==> src/rtl/inst_sequencer.sv <==
// rtl/inst_sequencer.sv - tile-product control sequencer with instruction memory
//
// Purpose:
//   Holds a small instruction memory loaded by the host. On start it walks the
//   entries in order. Each nonzero entry K describes one 4x4 tile product with
//   inner dimension K. For each tile it streams operand column reads, waits one
//   cycle for the array output register, writes the 16 results back, and then
//   clears the accumulators. It raises ap_done when it finishes.
//
// Ports:
//   clk, rst         clock (rising edge), synchronous active-high reset
//   addrI/dataI/enI  instruction write port, accepted only in IDLE/DONE
//   ap_start         start request, accepted only in IDLE/DONE
//   ap_done          level, high while in DONE
//   currInstruction  K of the tile in progress, 0 when not running
//   busy             high in every state except IDLE/DONE
//   rd_en/rd_col     operand column read strobe and column address
//   arr_clr          one-cycle accumulator clear after each tile
//   res_wr/res_addr/res_sel  result write strobe, output address, PE select
//   err              column-space overflow, sticky until the next accepted start
module inst_sequencer #(
    parameter int NUM_INST = 8,
    parameter int INST_W   = 5,
    parameter int COL_W    = 8,
    parameter int SKEW     = 6,
    parameter int TILE_N   = 16,
    parameter int RES_AW   = 7
) (
    input  logic                        clk,
    input  logic                        rst,
    input  logic [$clog2(NUM_INST)-1:0] addrI,
    input  logic [INST_W-1:0]           dataI,
    input  logic                        enI,
    input  logic                        ap_start,
    output logic                        ap_done,
    output logic [INST_W-1:0]           currInstruction,
    output logic                        busy,
    output logic                        rd_en,
    output logic [COL_W-1:0]            rd_col,
    output logic                        arr_clr,
    output logic                        res_wr,
    output logic [RES_AW-1:0]           res_addr,
    output logic [3:0]                  res_sel,
    output logic                        err
);

    localparam int AW    = $clog2(NUM_INST);
    localparam int IDX_W = AW + 1;   // idx must be able to reach NUM_INST
    localparam int CW    = COL_W + 1; // column arithmetic needs one guard bit

    typedef enum logic [2:0] {
        S_IDLE,
        S_FETCH,
        S_STREAM,
        S_WAIT,
        S_WB,
        S_CLEAR,
        S_DONE
    } state_t;

    state_t            state_q, state_d;
    logic [INST_W-1:0] inst_q [NUM_INST];
    logic [INST_W-1:0] inst_d [NUM_INST];
    logic [CW-1:0]     col_q, col_d;
    logic [CW-1:0]     cnt_q, cnt_d;
    logic [CW-1:0]     len_q, len_d;
    logic [IDX_W-1:0]  idx_q, idx_d;
    logic [INST_W-1:0] cur_k_q, cur_k_d;
    logic              err_q, err_d;

    logic [INST_W-1:0] fetch_k;
    logic [CW-1:0]     fetch_len;
    logic              fetch_end;
    logic              fetch_ovf;

    // Every tile after the first carries one pad column between streams.
    assign fetch_end = (idx_q == IDX_W'(NUM_INST)) || (fetch_k == '0);
    assign fetch_k   = inst_q[idx_q[AW-1:0]];
    assign fetch_len = CW'(fetch_k) + CW'(SKEW) + CW'(idx_q != '0);
    assign fetch_ovf = (col_q + fetch_len) > CW'(1 << COL_W);

    always_comb begin
        state_d = state_q;
        inst_d  = inst_q;
        col_d   = col_q;
        cnt_d   = cnt_q;
        len_d   = len_q;
        idx_d   = idx_q;
        cur_k_d = cur_k_q;
        err_d   = err_q;

        rd_en    = 1'b0;
        rd_col   = '0;
        res_wr   = 1'b0;
        res_addr = '0;
        res_sel  = '0;
        arr_clr  = 1'b0;

        unique case (state_q)
            S_IDLE, S_DONE: begin
                if (enI) begin
                    inst_d[addrI] = dataI;
                end
                if (ap_start) begin
                    err_d   = 1'b0;
                    col_d   = '0;
                    idx_d   = '0;
                    state_d = S_FETCH;
                end
            end
            S_FETCH: begin
                if (fetch_end) begin
                    cur_k_d = '0;
                    state_d = S_DONE;
                end else if (fetch_ovf) begin
                    err_d   = 1'b1;
                    cur_k_d = '0;
                    state_d = S_DONE;
                end else begin
                    cur_k_d = fetch_k;
                    len_d   = fetch_len;
                    cnt_d   = '0;
                    state_d = S_STREAM;
                end
            end
            S_STREAM: begin
                rd_en  = 1'b1;
                rd_col = COL_W'(col_q + cnt_q);
                if (cnt_q == len_q - 1'b1) begin
                    col_d   = col_q + len_q;
                    cnt_d   = '0;
                    state_d = S_WAIT;
                end else begin
                    cnt_d = cnt_q + 1'b1;
                end
            end
            S_WAIT: begin
                cnt_d   = '0;
                state_d = S_WB;
            end
            S_WB: begin
                res_wr   = 1'b1;
                res_sel  = cnt_q[3:0];
                res_addr = RES_AW'(idx_q) * RES_AW'(TILE_N) + RES_AW'(cnt_q);
                if (cnt_q == CW'(TILE_N - 1)) begin
                    cnt_d   = '0;
                    state_d = S_CLEAR;
                end else begin
                    cnt_d = cnt_q + 1'b1;
                end
            end
            S_CLEAR: begin
                arr_clr = 1'b1;
                idx_d   = idx_q + 1'b1;
                state_d = S_FETCH;
            end
            default: begin
                state_d = S_IDLE;
            end
        endcase
    end

    always_ff @(posedge clk) begin
        if (rst) begin
            state_q <= S_IDLE;
            for (int i = 0; i < NUM_INST; i++) begin
                inst_q[i] <= '0;
            end
            col_q   <= '0;
            cnt_q   <= '0;
            len_q   <= '0;
            idx_q   <= '0;
            cur_k_q <= '0;
            err_q   <= 1'b0;
        end else begin
            state_q <= state_d;
            inst_q  <= inst_d;
            col_q   <= col_d;
            cnt_q   <= cnt_d;
            len_q   <= len_d;
            idx_q   <= idx_d;
            cur_k_q <= cur_k_d;
            err_q   <= err_d;
        end
    end

    assign ap_done         = (state_q == S_DONE);
    assign busy            = (state_q != S_IDLE) && (state_q != S_DONE);
    assign currInstruction = cur_k_q;
    assign err             = err_q;

endmodule

==> config.mk <==
export PLATFORM = sky130hd
export DESIGN_NAME = inst_sequencer
export DESIGN_NICKNAME = d
export VERILOG_FILES = /design/src/rtl/inst_sequencer.sv
export SDC_FILE = /design/constraint.sdc
export NUM_CORES = 1
export LEC_CHECK = 0
export CORE_ASPECT_RATIO = 0.75
export CORE_UTILIZATION = 60
export CTS_BUF_LIST = sky130_fd_sc_hd__clkbuf_4 sky130_fd_sc_hd__clkbuf_8
export CTS_CLUSTER_SIZE = 30
export DETAILED_ROUTE_END_ITERATION = 8
export PLACE_DENSITY = 0.82
export SYNTH_ARGS = -nofsm -noshare
export SYNTH_HDL_FRONTEND = slang
export SYNTH_SLANG_ARGS = --single-unit
==> constraint.sdc <==
create_clock -name clk -period 5.9 [get_ports clk]
set_input_delay 0.59 -clock clk [delete_from_list [all_inputs] [get_ports clk]]
set_output_delay 0.59 -clock clk [all_outputs]
set_load 0.02 [all_outputs]
==> report_table.html <==
<table>
<tr><th>Metric</th><th>Value</th></tr>
<tr><th colspan="2">Outcome</th></tr>
<tr><td>Result of the run</td><td>complete, no violations</td></tr>
<tr><th colspan="2">Timing</th></tr>
<tr><td>Total setup violations reported at the end of the flow</td><td>0</td></tr>
<tr><td>Max-slew headroom</td><td>14.0%</td></tr>
<tr><td>Final hold viol count</td><td>0</td></tr>
<tr><td>Slew @ Worst Pin</td><td>1.29 ns</td></tr>
<tr><td>Slack of the critical path</td><td>0.838 ns</td></tr>
<tr><td>Clk_skew</td><td>0.00580 ns</td></tr>
<tr><td>Number of slew-limit violations in the final report</td><td>0</td></tr>
<tr><td>Max Freq</td><td>0.198 GHz</td></tr>
<tr><td>Fin crit share</td><td>85.8%</td></tr>
<tr><td>Unrepaired setup endpoints after global routing</td><td>false</td></tr>
<tr><td>Final total negative setup slack</td><td>0 ns</td></tr>
<tr><td>Final Critical Period</td><td>5.06 ns</td></tr>
<tr><th colspan="2">Clock tree</th></tr>
<tr><td>Worst-skew pair later-pin latency</td><td>0.37 ns</td></tr>
<tr><td>Cts repair resizes</td><td>0</td></tr>
<tr><td>CTS H-tree lvls</td><td>3</td></tr>
<tr><td>CTS tree</td><td>built</td></tr>
<tr><td>Post-CTS setup-driven buffer insertion count</td><td>0</td></tr>
<tr><td>Cts bufs inserted</td><td>9</td></tr>
<tr><td>Buffer depth of the longest clock path</td><td>2</td></tr>
<tr><td>Clock transition at path regs</td><td>0.08 ns</td></tr>
<tr><td>Clock root cell</td><td>sky130_fd_sc_hd__clkbuf_8</td></tr>
<tr><td>Num Clock Sinks</td><td>77</td></tr>
<tr><td>Number of buffers added to fix hold violations after cts</td><td>0</td></tr>
<tr><th colspan="2">Routing</th></tr>
<tr><td>Via/cell ratio</td><td>5.97</td></tr>
<tr><td>Vias after detailed routing</td><td>3901</td></tr>
<tr><td>Routed length per instance</td><td>16.7 um</td></tr>
<tr><td>Residual antenna-violating net count after detailed routing</td><td>0</td></tr>
<tr><td>DRT Wirelength</td><td>10.9 mm</td></tr>
<tr><td>DR iter-0 viols</td><td>222</td></tr>
<tr><td>Drt drc</td><td>0</td></tr>
<tr><td>Pre-antenna DRT Iters</td><td>4</td></tr>
<tr><th colspan="2">Final layout</th></tr>
<tr><td>Net count reported at finish</td><td>589</td></tr>
<tr><td>Cell area after layout</td><td>5420 um^2</td></tr>
<tr><td>Combined area of the multi-input logic cells</td><td>3030 um^2</td></tr>
<tr><td>Most common library cell in the layout ignoring fill and taps</td><td>sky130_fd_sc_hd__nor2_1</td></tr>
<tr><td>Count of filler cells inserted in the layout</td><td>566</td></tr>
<tr><td>Most frequent cells in the layout</td><td>92 x sky130_fd_sc_hd__nor2_1, 77 x sky130_fd_sc_hd__dfxtp_1, 49 x sky130_fd_sc_hd__mux2i_1, 40 x sky130_fd_sc_hd__clkdlybuf4s50_1, 31 x sky130_fd_sc_hd__nand2_1</td></tr>
<tr><td>Register area</td><td>1540 um^2</td></tr>
<tr><td>Number of diodes</td><td>0</td></tr>
<tr><td>Final Core Density</td><td>71.6%</td></tr>
<tr><td>Fraction of final layout cells with drive strength greater than 1</td><td>9.42%</td></tr>
<tr><td>Area growth from synthesis to final layout</td><td>12.3%</td></tr>
<tr><th colspan="2">Job</th></tr>
<tr><td>Max-capacitance violation count</td><td>0</td></tr>
<tr><th colspan="2">Min path</th></tr>
<tr><td>Hold path cells</td><td>2</td></tr>
<tr><td>Worst hold path class</td><td>reg2reg</td></tr>
<tr><th colspan="2">Place</th></tr>
<tr><td>Detailed placement HPWL</td><td>8.00 mm</td></tr>
<tr><td>Final weighted congestion in routability-driven placement</td><td>0.872</td></tr>
<tr><td>Placed Instance Area</td><td>5190 um^2</td></tr>
<tr><td>Worst Setup Slack post-DPL</td><td>0.926 ns</td></tr>
<tr><td>Count of input and output buffers</td><td>41</td></tr>
<tr><th colspan="2">Power and ir drop</th></tr>
<tr><td>Power density of the placed cells</td><td>261 nW/um^2</td></tr>
<tr><td>VDD IR max</td><td>0.000168 V</td></tr>
<tr><td>Leakage power</td><td>2.26 nW</td></tr>
<tr><th colspan="2">Logic synthesis</th></tr>
<tr><td>Number of register bits inferred by synthesis</td><td>77</td></tr>
<tr><td>Distinct cells, synth</td><td>66</td></tr>
<tr><td>Dominant cell type by area after synthesis</td><td>sky130_fd_sc_hd__dfxtp_1</td></tr>
<tr><td>Post-synthesis instance area</td><td>4830 um^2</td></tr>
<tr><td>Post-Synthesis Net Count</td><td>565</td></tr>
<tr><td>Area fraction of the dominant cell type after synthesis</td><td>31.9%</td></tr>
<tr><td>Synth Area per Inst</td><td>9.23 um^2</td></tr>
<tr><td>Most used flip-flop cell after synthesis</td><td>sky130_fd_sc_hd__dfxtp_1</td></tr>
<tr><td>Yosys synthesis warning count</td><td>0</td></tr>
<tr><td>Sequential area share after synthesis</td><td>31.9%</td></tr>
<tr><td>Ys async rst share</td><td>0%</td></tr>
<tr><td>Cells taking the most area after synthesis</td><td>sky130_fd_sc_hd__dfxtp_1 32%, sky130_fd_sc_hd__mux2i_1 10%, sky130_fd_sc_hd__nor2_1 7.2%</td></tr>
<tr><td>Synth Instances</td><td>523</td></tr>
<tr><td>Number of enable flip-flop cells after synthesis</td><td>0</td></tr>
<tr><th colspan="2">Global routing</th></tr>
<tr><td>Number of antenna violations at the first check in global routing</td><td>0</td></tr>
<tr><td>Overall track demand over capacity in global routing</td><td>27.9%</td></tr>
<tr><td>Congestion Overflow GR</td><td>0</td></tr>
<tr><td>Largest net degree at the start of global routing</td><td>68</td></tr>
<tr><td>Vias in the first global route</td><td>3598</td></tr>
<tr><td>Met3 layer usage reported by global route</td><td>6.29%</td></tr>
<tr><td>Met1 track demand over resource in global routing</td><td>40.9%</td></tr>
<tr><td>Global Route met2 Usage</td><td>41.1%</td></tr>
<tr><td>Global-route wire length before repair</td><td>18.1 mm</td></tr>
<tr><td>Layer with the highest usage</td><td>met2</td></tr>
<tr><th colspan="2">Critical path</th></tr>
<tr><td>Critical path buffer and inverter count</td><td>1</td></tr>
<tr><td>Kind of cell adding the most delay to the critical path</td><td>compound AO/OA/AOI/OAI gates</td></tr>
<tr><td>Req. time, crit path</td><td>6.16 ns</td></tr>
<tr><td>Worst Path Arrival</td><td>5.32 ns</td></tr>
<tr><td>CP Cell Sequence</td><td>mux4_1 -&gt; mux2_2 -&gt; ha_1 -&gt; inv_1 -&gt; ha_1 -&gt; xnor2_1 -&gt; ha_1 -&gt; a21oi_1 -&gt; nand2_1 -&gt; or4_1 -&gt; a2111oi_2 -&gt; a21oi_1 -&gt; nor3_4 -&gt; a2111oi_4 -&gt; a221o_2</td></tr>
<tr><td>Slack of the worst reg-to-reg path</td><td>0.84 ns</td></tr>
<tr><td>Reg2reg path depth</td><td>15</td></tr>
<tr><td>Standard cell with the maximum stage delay on the critical path</td><td>sky130_fd_sc_hd__dfxtp_1</td></tr>
<tr><td>Crit path capture type</td><td>register</td></tr>
<tr><td>CP Class</td><td>reg2reg</td></tr>
<tr><td>Top fanout value on the critical path</td><td>15</td></tr>
<tr><td>Most common cell type on the critical path</td><td>sky130_fd_sc_hd__ha_1</td></tr>
<tr><td>Kind of launch point of the worst setup path</td><td>register</td></tr>
<tr><td>Slowest Stage Delay on Critical Path</td><td>0.84 ns</td></tr>
<tr><td>Instance count on the critical path</td><td>15</td></tr>
<tr><th colspan="2">Floorplan</th></tr>
<tr><td>Die width</td><td>106 um</td></tr>
<tr><td>Initial core utilization</td><td>63.8%</td></tr>
<tr><td>Die span in y</td><td>79.7 um</td></tr>
<tr><td>Core Footprint</td><td>7570 um^2</td></tr>
<tr><td>Row count</td><td>27</td></tr>
<tr><td>Number of top-level design ports</td><td>42</td></tr>
<tr><td>Area enclosed by the die boundary</td><td>8410 um^2</td></tr>
</table>
==> worst reg2reg max path, cell delays in order (launching register included) <==
cell and delay [ns]:
sky130_fd_sc_hd__dfxtp_1 0.84, sky130_fd_sc_hd__mux4_1 0.41, sky130_fd_sc_hd__mux2_2 0.33, sky130_fd_sc_hd__ha_1 0.22, sky130_fd_sc_hd__inv_1 0.06, sky130_fd_sc_hd__ha_1 0.17, sky130_fd_sc_hd__xnor2_1 0.18, sky130_fd_sc_hd__ha_1 0.33
sky130_fd_sc_hd__a21oi_1 0.15, sky130_fd_sc_hd__nand2_1 0.08, sky130_fd_sc_hd__or4_1 0.52, sky130_fd_sc_hd__a2111oi_2 0.40, sky130_fd_sc_hd__a21oi_1 0.23, sky130_fd_sc_hd__nor3_4 0.41, sky130_fd_sc_hd__a2111oi_4 0.19, sky130_fd_sc_hd__a221o_2 0.42
==> cell usage after synthesis (4+ instances only) <==
master and instances:
sky130_fd_sc_hd__mux4_1 9, sky130_fd_sc_hd__xnor2_1 22, sky130_fd_sc_hd__fa_1 4, sky130_fd_sc_hd__nor3_1 10, sky130_fd_sc_hd__nand2b_1 4, sky130_fd_sc_hd__nand3_1 12
sky130_fd_sc_hd__xor2_1 8, sky130_fd_sc_hd__o21ai_0 6, sky130_fd_sc_hd__inv_1 19, sky130_fd_sc_hd__a21oi_1 28, sky130_fd_sc_hd__o21bai_1 5, sky130_fd_sc_hd__dfxtp_1 77
sky130_fd_sc_hd__a22o_2 4, sky130_fd_sc_hd__buf_4 5, sky130_fd_sc_hd__buf_6 5, sky130_fd_sc_hd__nor2_1 92, sky130_fd_sc_hd__nor2b_1 5, sky130_fd_sc_hd__nand2_1 31
sky130_fd_sc_hd__and2_1 10, sky130_fd_sc_hd__a21o_1 4, sky130_fd_sc_hd__ha_1 26, sky130_fd_sc_hd__nor4_1 4, sky130_fd_sc_hd__clkbuf_1 18, sky130_fd_sc_hd__mux2i_1 49
==> sequential cells by signal, summed over array words and instances (netlist names) <==
| register | flops |
|---|---|
| len_q | 6 |
| col_q | 9 |
| inst_q | 40 |
| state_q | 3 |
| cnt_q | 9 |
| err | 1 |
| idx_q | 4 |
| currInstruction | 5 |
==> path summary, 6_finish.rpt <==
| path | from | to |
|---|---|---|
| setup / recovery | idx_q[1] | cnt_q[2] |
| hold / removal | currInstruction[4] | currInstruction[4] |
| setup reg to reg | idx_q[1] | cnt_q[2] |
| hold reg to reg | currInstruction[4] | currInstruction[4] |
==> stage by stage <==
stage	power [W]	hold slack, ns	std cells
6_report	0.00142	0.463	653
5_1_grt	0.00148	0.486	653
4_1_cts	0.00142	0.461	653
3_5_place_dp	0.000966	0.450	637
3_3_place_gp	0.000954	0.440	637
2_1_floorplan	0.000873	0.451	523
==> area by class of cell <==
| type | instances | share of cell area, % |
|---|---|---|
| flip-flops and latches | 77 | 28.4 |
| repair buffers | 43 | 7.75 |
| well taps | 101 | 2.33 |
| inverters | 19 | 1.32 |
| clock buffers | 11 | 2.68 |
| multi-input cells | 397 | 55.9 |
| clock inverters | 5 | 1.55 |
==> logic make-up after synthesis <==
logic type | Yosys count | synth area share (%)
DFF | 77 | 31.9
muxes | 64 | 17.2
adders and majority gates | 30 | 8.40
xor gates and xnor gates | 30 | 5.44
AOI/OAI and AO/OA | 72 | 11.1
and+or+nand+nor | 201 | 20.7
buffers and inverters | 49 | 5.21
==> power breakdown <==
group / internal, W / switching [W]
clock: 0.000255 / 0.000199
sequential: 0.000546 / 0.0000399
combinational: 0.000148 / 0.000228
total: 0.000948 / 0.000467
==> per-layer routing <==
| metal | wire (um) | up-vias |
|---|---|---|
| met5 | 0 | - |
| met4 | 129 | 0 |
| met3 | 788 | 13 |
| met2 | 4710 | 108 |
| met1 | 5250 | 1898 |
| li1 | - | 1882 |
Power figures use the tool's default switching activity.
